===== src/rtl/loader_pkg.sv =====
// Shared definitions for the boot-time program loader.
//   state_t      : loader FSM states
//   WORD_BYTES   : bytes per instruction word
//   HDR_BYTES    : bytes in the word-count header
//   ADDR_STRIDE  : byte-address step between consecutive words
package loader_pkg;

   typedef enum logic [2:0] {
      IDLE  = 3'd0,
      HDR   = 3'd1,
      LOAD  = 3'd2,
      WRITE = 3'd3,
      DONE  = 3'd4,
      ERR   = 3'd5
   } state_t;

   localparam int          WORD_BYTES  = 4;
   localparam int          HDR_BYTES   = 2;
   localparam logic [31:0] ADDR_STRIDE = 32'd4;

endpackage


===== src/rtl/byte_assembler.sv =====
// Packs a big-endian byte stream into instruction words.
//   clk, rst       : clock, asynchronous active-low reset
//   clear          : synchronous clear of the partial word and byte index
//   accept         : a byte is transferred this cycle
//   byte_in        : the transferred byte
//   word           : current partial word with byte_in as the last byte
//   word_complete  : accept of the final byte of a word; word is valid now
module byte_assembler
   import loader_pkg::*;
(
   input  logic        clk,
   input  logic        rst,
   input  logic        clear,
   input  logic        accept,
   input  logic [7:0]  byte_in,
   output logic [31:0] word,
   output logic        word_complete
);

   localparam int IDX_W = $clog2(WORD_BYTES);
   localparam int SH_W  = (WORD_BYTES - 1) * 8;

   // Only the leading bytes need storage; the last byte is taken straight
   // from the input so the word is available on the edge that accepts it.
   logic [SH_W-1:0]  shreg;
   logic [IDX_W-1:0] idx;

   always_ff @(posedge clk or negedge rst) begin
      if (!rst) begin
         shreg <= '0;
         idx   <= '0;
      end else if (clear) begin
         shreg <= '0;
         idx   <= '0;
      end else if (accept) begin
         shreg <= {shreg[SH_W-9:0], byte_in};
         idx   <= idx + IDX_W'(1);   // wraps 3 -> 0
      end
   end

   assign word          = {shreg, byte_in};
   assign word_complete = accept && (idx == IDX_W'(WORD_BYTES - 1));

endmodule


===== src/rtl/program_loader.sv =====
// Boot-time instruction loader. Takes a byte stream (2-byte big-endian word
// count, then big-endian 32-bit words) and writes each word into the core's
// instruction memory, holding the core in reset until the load completes.
//   clk, rst                        : clock, asynchronous active-low reset
//   start                           : pulse; begins a load from IDLE/DONE/ERR
//   byte_data/byte_valid/byte_ready : input byte stream handshake
//   initialize                      : one-cycle memory write strobe per word
//   instruction_initialize_data     : word being written
//   instruction_initialize_address  : byte address of that word
//   cpu_rst                         : core reset, released only in DONE
//   busy / done / error             : load status
//   words_loaded                    : words written in the current load
module program_loader
   import loader_pkg::*;
#(
   parameter int          DEPTH     = 64,
   parameter logic [31:0] BASE_ADDR = 32'h0000_0000,
   parameter int          CNT_W     = 16
) (
   input  logic             clk,
   input  logic             rst,
   input  logic             start,
   input  logic [7:0]       byte_data,
   input  logic             byte_valid,
   output logic             byte_ready,
   output logic             initialize,
   output logic [31:0]      instruction_initialize_data,
   output logic [31:0]      instruction_initialize_address,
   output logic             cpu_rst,
   output logic             busy,
   output logic             done,
   output logic             error,
   output logic [CNT_W-1:0] words_loaded
);

   state_t           state, next_state;
   logic             hdr_idx;
   logic [7:0]       hdr_hi;
   logic [CNT_W-1:0] count;
   logic [15:0]      hdr_word;
   logic             hdr_take, hdr_last, start_ok;
   logic             asm_accept, word_complete;
   logic [31:0]      asm_word;
   logic [CNT_W-1:0] wl_next;

   // Ready depends on state only, so the upstream can never form a loop
   // through byte_valid.
   assign byte_ready = (state == HDR) || (state == LOAD);
   assign initialize = (state == WRITE);
   assign busy       = (state == HDR) || (state == LOAD) || (state == WRITE);

   assign start_ok   = start && ((state == IDLE) || (state == DONE) || (state == ERR));
   assign hdr_take   = (state == HDR) && byte_valid;
   assign hdr_last   = hdr_take && (hdr_idx == 1'(HDR_BYTES - 1));
   assign hdr_word   = {hdr_hi, byte_data};
   assign asm_accept = (state == LOAD) && byte_valid;
   assign wl_next    = words_loaded + CNT_W'(1);

   byte_assembler u_asm (
      .clk           (clk),
      .rst           (rst),
      .clear         (start_ok),
      .accept        (asm_accept),
      .byte_in       (byte_data),
      .word          (asm_word),
      .word_complete (word_complete)
   );

   always_ff @(posedge clk or negedge rst) begin
      if (!rst) state <= IDLE;
      else      state <= next_state;
   end

   always_comb begin
      next_state = state;
      case (state)
         IDLE, DONE, ERR: if (start) next_state = HDR;
         HDR: begin
            if (hdr_last) begin
               if (hdr_word == 16'd0)                  next_state = DONE;
               else if (32'(hdr_word) > 32'(DEPTH))    next_state = ERR;
               else                                    next_state = LOAD;
            end
         end
         LOAD:    if (word_complete) next_state = WRITE;
         WRITE:   next_state = (wl_next == count) ? DONE : LOAD;
         default: next_state = IDLE;
      endcase
   end

   always_ff @(posedge clk or negedge rst) begin
      if (!rst) begin
         hdr_idx                        <= 1'b0;
         hdr_hi                         <= '0;
         count                          <= '0;
         instruction_initialize_data    <= '0;
         instruction_initialize_address <= BASE_ADDR;
         words_loaded                   <= '0;
         cpu_rst                        <= 1'b1;
         done                           <= 1'b0;
         error                          <= 1'b0;
      end else begin
         // Status flags are registered from next_state so they line up with
         // the state they describe and cannot glitch. done/error hold for as
         // long as DONE/ERR is held and clear on the restarting start.
         cpu_rst <= (next_state != DONE);
         done    <= (next_state == DONE);
         error   <= (next_state == ERR);

         if (start_ok) begin
            hdr_idx                        <= 1'b0;
            words_loaded                   <= '0;
            instruction_initialize_address <= BASE_ADDR;
         end

         if (hdr_take) begin
            hdr_hi  <= byte_data;
            hdr_idx <= hdr_last ? 1'b0 : hdr_idx + 1'b1;
            if (hdr_last) count <= CNT_W'(hdr_word);
         end

         if (word_complete) instruction_initialize_data <= asm_word;

         if (state == WRITE) begin
            words_loaded                   <= wl_next;
            instruction_initialize_address <= instruction_initialize_address + ADDR_STRIDE;
         end
      end
   end

endmodule

===== config.mk =====
export PLATFORM = sky130hd
export DESIGN_NAME = program_loader
export DESIGN_NICKNAME = d
export VERILOG_FILES = /design/src/rtl/loader_pkg.sv /design/src/rtl/byte_assembler.sv /design/src/rtl/program_loader.sv
export SDC_FILE = /design/constraint.sdc
export NUM_CORES = 1
export LEC_CHECK = 0
export CORE_ASPECT_RATIO = 0.6
export CORE_UTILIZATION = 49
export DETAILED_ROUTE_END_ITERATION = 12
export GPL_ROUTABILITY_DRIVEN = 0
export GPL_TIMING_DRIVEN = 0
export PLACE_DENSITY = 0.86
export SYNTH_ARGS = -nofsm -noshare
export SYNTH_HDL_FRONTEND = slang
export SYNTH_SLANG_ARGS = --single-unit
export TNS_END_PERCENT = 1

===== constraint.sdc =====
create_clock -name clk -period 2.1 [get_ports clk]
set_input_delay 0.42 -clock clk [delete_from_list [all_inputs] [get_ports clk]]
set_output_delay 0.42 -clock clk [all_outputs]
set_load 0.005 [all_outputs]

==> results of run 1 <==
-- metrics by stage --
step | cells | TNS, ps
6_report | 844 | -675.6
2_1_floorplan | 543 | 0
4_1_cts | 840 | -372.7
5_1_grt | 844 | -1139
3_5_place_dp | 804 | -20000
3_3_place_gp | 803 | -603830
-- metal layers --
metal	wire, um	vias up
li1	-	2231
met2	8462	350
met5	0	-
met3	1905	69
met4	572	0
met1	7325	2665
-- Yosys cell counts (all sizes together), types with 4 or more instances --
library cell  number
dfrtp            134
mux2              57
nand2             45
o21ai             43
a22o              27
nand3             24
nor2              23
buf               20
mux2i             15
clkbuf            13
nand4             13
and3              11
xnor2             11
nor4              10
a31oi              9
a21oi              8
o31ai              8
xor2               8
and4               5
inv                5
nor2b              5
o211ai             4
o41ai              4
-- cells in the final DEF, fill, tap and decap left out, types with 11 or more instances in the layout --
master and n:
mux2_2 57, clkdlybuf4s50_1 92, nand2_1 42, buf_4 14, dfrtp_1 129, mux2i_1 15
a22o_1 27, o21ai_0 40, nor2_1 22, clkbuf_16 18, xnor2_1 11, nand3_1 23
-- critical path, stage by stage (launching register included) --
cell,delay [ps]
dfrtp_1,370
buf_4,160
and2b_2,220
nand2_4,80
clkinv_4,120
clkbuf_16,200
dlygate4sd2_1,270
-- timing repair --
action | in CTS | in global routing
resized for setup | 50 | 34
pin swaps | 5 | 6
endpoints found under the setup margin | 66 | 93
hold buffers | 1 | 0
hold endpoints to repair | 53 | 0
setup buffers | 3 | 4
-- sequential cells by signal, indices dropped and copies added, names as in the netlist --
| signal | flops |
|---|---|
| error | 1 |
| words_loaded | 16 |
| hdr_idx | 1 |
| u_asm.shreg | 24 |
| state | 3 |
| hdr_hi | 8 |
| instruction_initialize_address | 30 |
| count | 16 |
| cpu_rst | 1 |
| instruction_initialize_data | 32 |
| u_asm.idx | 2 |
| done | 1 |
-- area by class of cell --
type	count	area, sq um	area share, %
buffer	33	254.0	3.028
clock buffer	18	429.2	5.116
tap	165	206.4	2.461
multi-input combinational	369	2865	34.16
inverter	6	27.53	0.3282
clock inverter	14	176.4	2.103
sequential	135	3386	40.36
timing repair buffer	104	1044	12.44
-- power by group --
group	internal, mW	switching, mW
registers	2.97	0.390
logic	0.912	0.941
clock network	1.87	1.17
-- cell families after synthesis --
group / count (synthesis) / share of synthesized area [%]
AND/OR/NAND/NOR: 154 / 14.64
flip-flops: 135 / 53.78
AO/OA/AOI/OAI: 119 / 12.82
multiplexers: 72 / 12.60
buffers and inverters: 39 / 2.848
XOR/XNOR: 19 / 2.648
adder cells (fa/ha/maj): 3 / 0.5974
other: 1 / 0.05968
-- worst max-delay path by stage --
stage	startpoint	end	cells past startpoint
after floorplan	words_loaded[1]	cpu_rst	8
after global placement	rst	u_asm.shreg[19]	1
after detailed placement	state[2]	initialize	5
after CTS	state[1]	initialize	6
after global routing	state[1]	initialize	6
final	state[1]	initialize	6
==> results.ini, run 1 <==
[run_status]
status=complete, but fails checks
failed_checks=setup timing

[timing]
finalWorstSetupSlack_ps=-176.1
layout_min_cycle_time_ps=2276
fmax_mhz=439.3
slew_headroom_pct=56.90
setup-violations-final=6
tightest_slew_ps=646.5
rsz0062_at_grt=yes
fin_crit_sh_pct=108.4
skew_ps=6.609
hold_viol=0
worst_hold_slack_ps=474.9
drv_slew=0

[grt]
grt_antenna_before_repair=0
grt_pass1_wl_um=28670
overflow=0
grt_max_degree=82
track_usage_pct=28.11
busiest_layer=met2
met3_usage_pct=7.919
grt_use_met1_pct=37.13
grt_pass1_vias=5366
grt.met2_usage_pct=42.72

[clock_network]
cts_buffer_depth=2
worstSkewPairLatency_ps=420
cts_sinks=135
cts_tree=done
clockRootBuffer=clkbuf_16
clk_pin_slew_ps=60
htree_levels=4
cts_buffers=17

[synth]
ys_seq_area_share_pct=53.78
synthArstFlopShare_pct=100.0
yosysTopAreaCellShare_pct=53.37
synth_edf_count=0
synth.top_cells.by_area=dfrtp_1 (53%), mux2_2 (10%), a22o_1 (3.8%)
synth.distinct_cells=63
synth_warnings=0
syn_inst=542
yosys.area.top_type=dfrtp_1
syn_area_sq_mm=0.006284
ys_seq_elements=135
synth-main-ff-cell=dfrtp_1
avgSynthCellArea_sq_um=11.59

[floorplanning]
rows=31
io_pins=98
fp.dieArea_sq_mm=0.01330
fp.dieH_um=89.72
die_w_um=148.2
core_sq_mm=0.01226
start_util_pct=51.27

[critical_path]
regToRegStartpoint=words_loaded[1]
critPathKind=reg2out
r2r_cells=8
rrSetupSlack_ps=-150
path_max_fanout=10
cp.required_ps=1680
end_kind=primary output
start_kind=flop
reg2reg_to=cpu_rst
arrival_ps=1860

[place]
pre_cts_ws_ps=-569.9
hpwl_um=11670
portBuffers=95
dpl_cell_area_sq_mm=0.007473

[final_layout]
drive_above_1_share_pct=24.74
design_area_sq_mm=0.008388
final_core_util_pct=68.44
syn_to_final_growth_pct=33.49
num-fill-cells=799
nets=681
diodes=0

[detailed_routing]
drt_first_pass_iters=5
wl_per_cell_um=21.64
drt_iter0_drc=653
drt.antenna.violating_nets=0
vias_per_cell=6.297
routed_wirelength_um=18270
vias=5315
drc=0

[min_path]
hold_class=reg2reg
min_to=instruction_initialize_address[31]
hp-start=instruction_initialize_address[31]
min_path_cells=1

[power]
ir_drop_v=0.0006276
total_power_mw=8.255
p_leak_nw=3.801
power_density_mw_per_mm2=984.1

[job]
maxCapViolations=0

Note: power is estimated with default switching activity, not from simulation.
==> run 2, diff against run 1 <==
- RECOVER_POWER: not set -> 100
==> results.ini, run 2 (synthesis gave the netlist of run 1 again) <==
[detailed_routing]
drt_first_pass_iters=5  ; unchanged
vias_per_cell=6.295  ; about the same
wl_per_cell_um=21.54  ; -0.48%
drc=0  ; unchanged
vias=5313  ; -0.038%
drt.antenna.violating_nets=0  ; unchanged
routed_wirelength_um=18180  ; -0.48%
drt_iter0_drc=654  ; +0.15%

[timing]
layout_min_cycle_time_ps=2274  ; -2.561 ps
setup-violations-final=16  ; +10
skew_ps=7.676  ; +1.067 ps
worst_hold_slack_ps=470.0  ; -4.837 ps
fin_crit_sh_pct=108.3  ; -0.12 points
hold_viol=0  ; unchanged
tightest_slew_ps=1403  ; +756.9 ps
fmax_mhz=439.8  ; +0.11%
rsz0062_at_grt=yes
drv_slew=0  ; unchanged
finalWorstSetupSlack_ps=-173.5  ; +2.561 ps
slew_headroom_pct=6.443  ; -50 points

[critical_path]
cp.required_ps=1680  ; about the same
max_stage_delay_ps=370  ; about the same
path_max_fanout=10  ; unchanged
r2r_cells=8  ; unchanged
rrSetupSlack_ps=-140  ; about the same
start_kind=flop
arrival_ps=1850  ; about the same
end_kind=primary output
slowest_stage=dfrtp_1
path_cells=buf_4 -> and2b_2 -> nand2_4 -> clkinv_4 -> clkbuf_16 -> dlygate4sd2_1
reg2reg_to=cpu_rst
critPathKind=reg2out
regToRegStartpoint=words_loaded[1]

[grt]
grt_max_degree=82  ; unchanged
grt_pass1_vias=5366  ; unchanged
overflow=0  ; unchanged
grt_antenna_before_repair=0  ; unchanged
grt_pass1_wl_um=28670  ; unchanged
track_usage_pct=28.11  ; unchanged

[min_path]
hold_class=reg2reg
min_to=instruction_initialize_address[31]
min_path_cells=1  ; unchanged
hp-start=instruction_initialize_address[31]

[run_status]
status=complete, but fails checks
failed_checks=setup timing

[clock_network]
htree_levels=4  ; unchanged
clockRootBuffer=clkbuf_16
cts_buffer_depth=2  ; unchanged
cts_buffers=17  ; unchanged
cts_sinks=135  ; unchanged
cts_tree=done
clk_pin_slew_ps=60  ; about the same
worstSkewPairLatency_ps=420  ; about the same

[power]
p_leak_nw=3.973  ; +4.5%
power_density_mw_per_mm2=983.3  ; about the same
ir_drop_v=0.0006289  ; +0.21%
total_power_mw=8.234  ; -0.25%

[floorplanning]
core_sq_mm=0.01226  ; unchanged
rows=31  ; unchanged
start_util_pct=51.27  ; unchanged
fp.dieH_um=89.72  ; unchanged
fp.dieArea_sq_mm=0.01330  ; unchanged
io_pins=98  ; unchanged
die_w_um=148.2  ; unchanged

[place]
portBuffers=95  ; unchanged
hpwl_um=11670  ; unchanged
pre_cts_ws_ps=-569.9  ; unchanged

[final_layout]
syn_to_final_growth_pct=33.27
layout_commonest_cell=dfrtp_1
registers.top_by_ff_count=instruction_initialize_data
drive_above_1_share_pct=24.74  ; unchanged
diodes=0  ; unchanged
layout_common_cells=dfrtp_1 (129), mux2_2 (57), dlygate4sd3_1 (54)
largest_reg_flops=32  ; unchanged
reg_top3=instruction_initialize_data x32, instruction_initialize_address x30, u_asm.shreg x24
nets=681  ; unchanged
final_core_util_pct=68.32  ; -0.11 points

[job]
maxCapViolations=0  ; unchanged

-- run 2: worst max-delay path by stage --
stage | startpoint | to | slack (ps) | cells past startpoint
floorplan | words_loaded[1] | cpu_rst | 10 | 8
global placement | rst | u_asm.shreg[19] | -4390 | 1
CTS | state[1] | initialize | -130 | 6
finish | state[1] | initialize | -170 | 6
global route | state[1] | initialize | -220 | 6
detailed placement | state[2] | initialize | -570 | 5
-- run 2: routing by layer --
metal  vias to the layer above  wire (um)  track usage (%)  part of all wire [%]
met4                         0        644            13.57                   3.5
li1                       2237          -                -                     -
met1                      2657       7327            37.13                    40
met2                       340       8385            42.72                    46
met3                        79       1822            7.919                    10
met5                         -          0                0                     0
-- run 2: worst max-delay path: cells and delay by family (launching register included) --
family | cells | cell delay (ps)
flops | 1 | 370
simple gates | 2 | 300
buf+inv | 4 | 750
-- run 2: report_power, final --
part / switching (mW) / internal (mW) / total, mW
registers: 0.388 / 2.97 / 3.36
logic: 0.940 / 0.885 / 1.83
clock network: 1.18 / 1.87 / 3.05
-- run 2: cell type report --
| type | count | area [sq um] |
|---|---|---|
| Buffer | 33 | 249.0 |
| Clock buffer | 18 | 429.2 |
| Clock inverter | 14 | 176.4 |
| Fill cell | 804 | 3882 |
| Inverter | 6 | 27.53 |
| Multi-Input combinational cell | 369 | 2865 |
| Sequential cell | 135 | 3386 |
| Tap cell | 165 | 206.4 |
| Timing Repair Buffer | 104 | 1035 |
-- run 2: stage by stage --
step | instance area (sq um) | TNS (ps) | cells
finish | 8374 | -876.4 | 844
global route | 8374 | -7162 | 844
detailed placement | 7473 | -20000 | 804
global placement | 7445 | -603830 | 803
floorplan | 6287 | 0 | 543
CTS | 8289 | -372.7 | 840
-- run 2: repair_timing --
item | in CTS | in global routing
hold buffers | 1 | 0
pin swaps | 5 | 6
buffers inserted | 3 | 4
endpoints found under the setup margin | 66 | 93
hold endpoints to repair | 53 | 0
gates resized for setup | 50 | 34
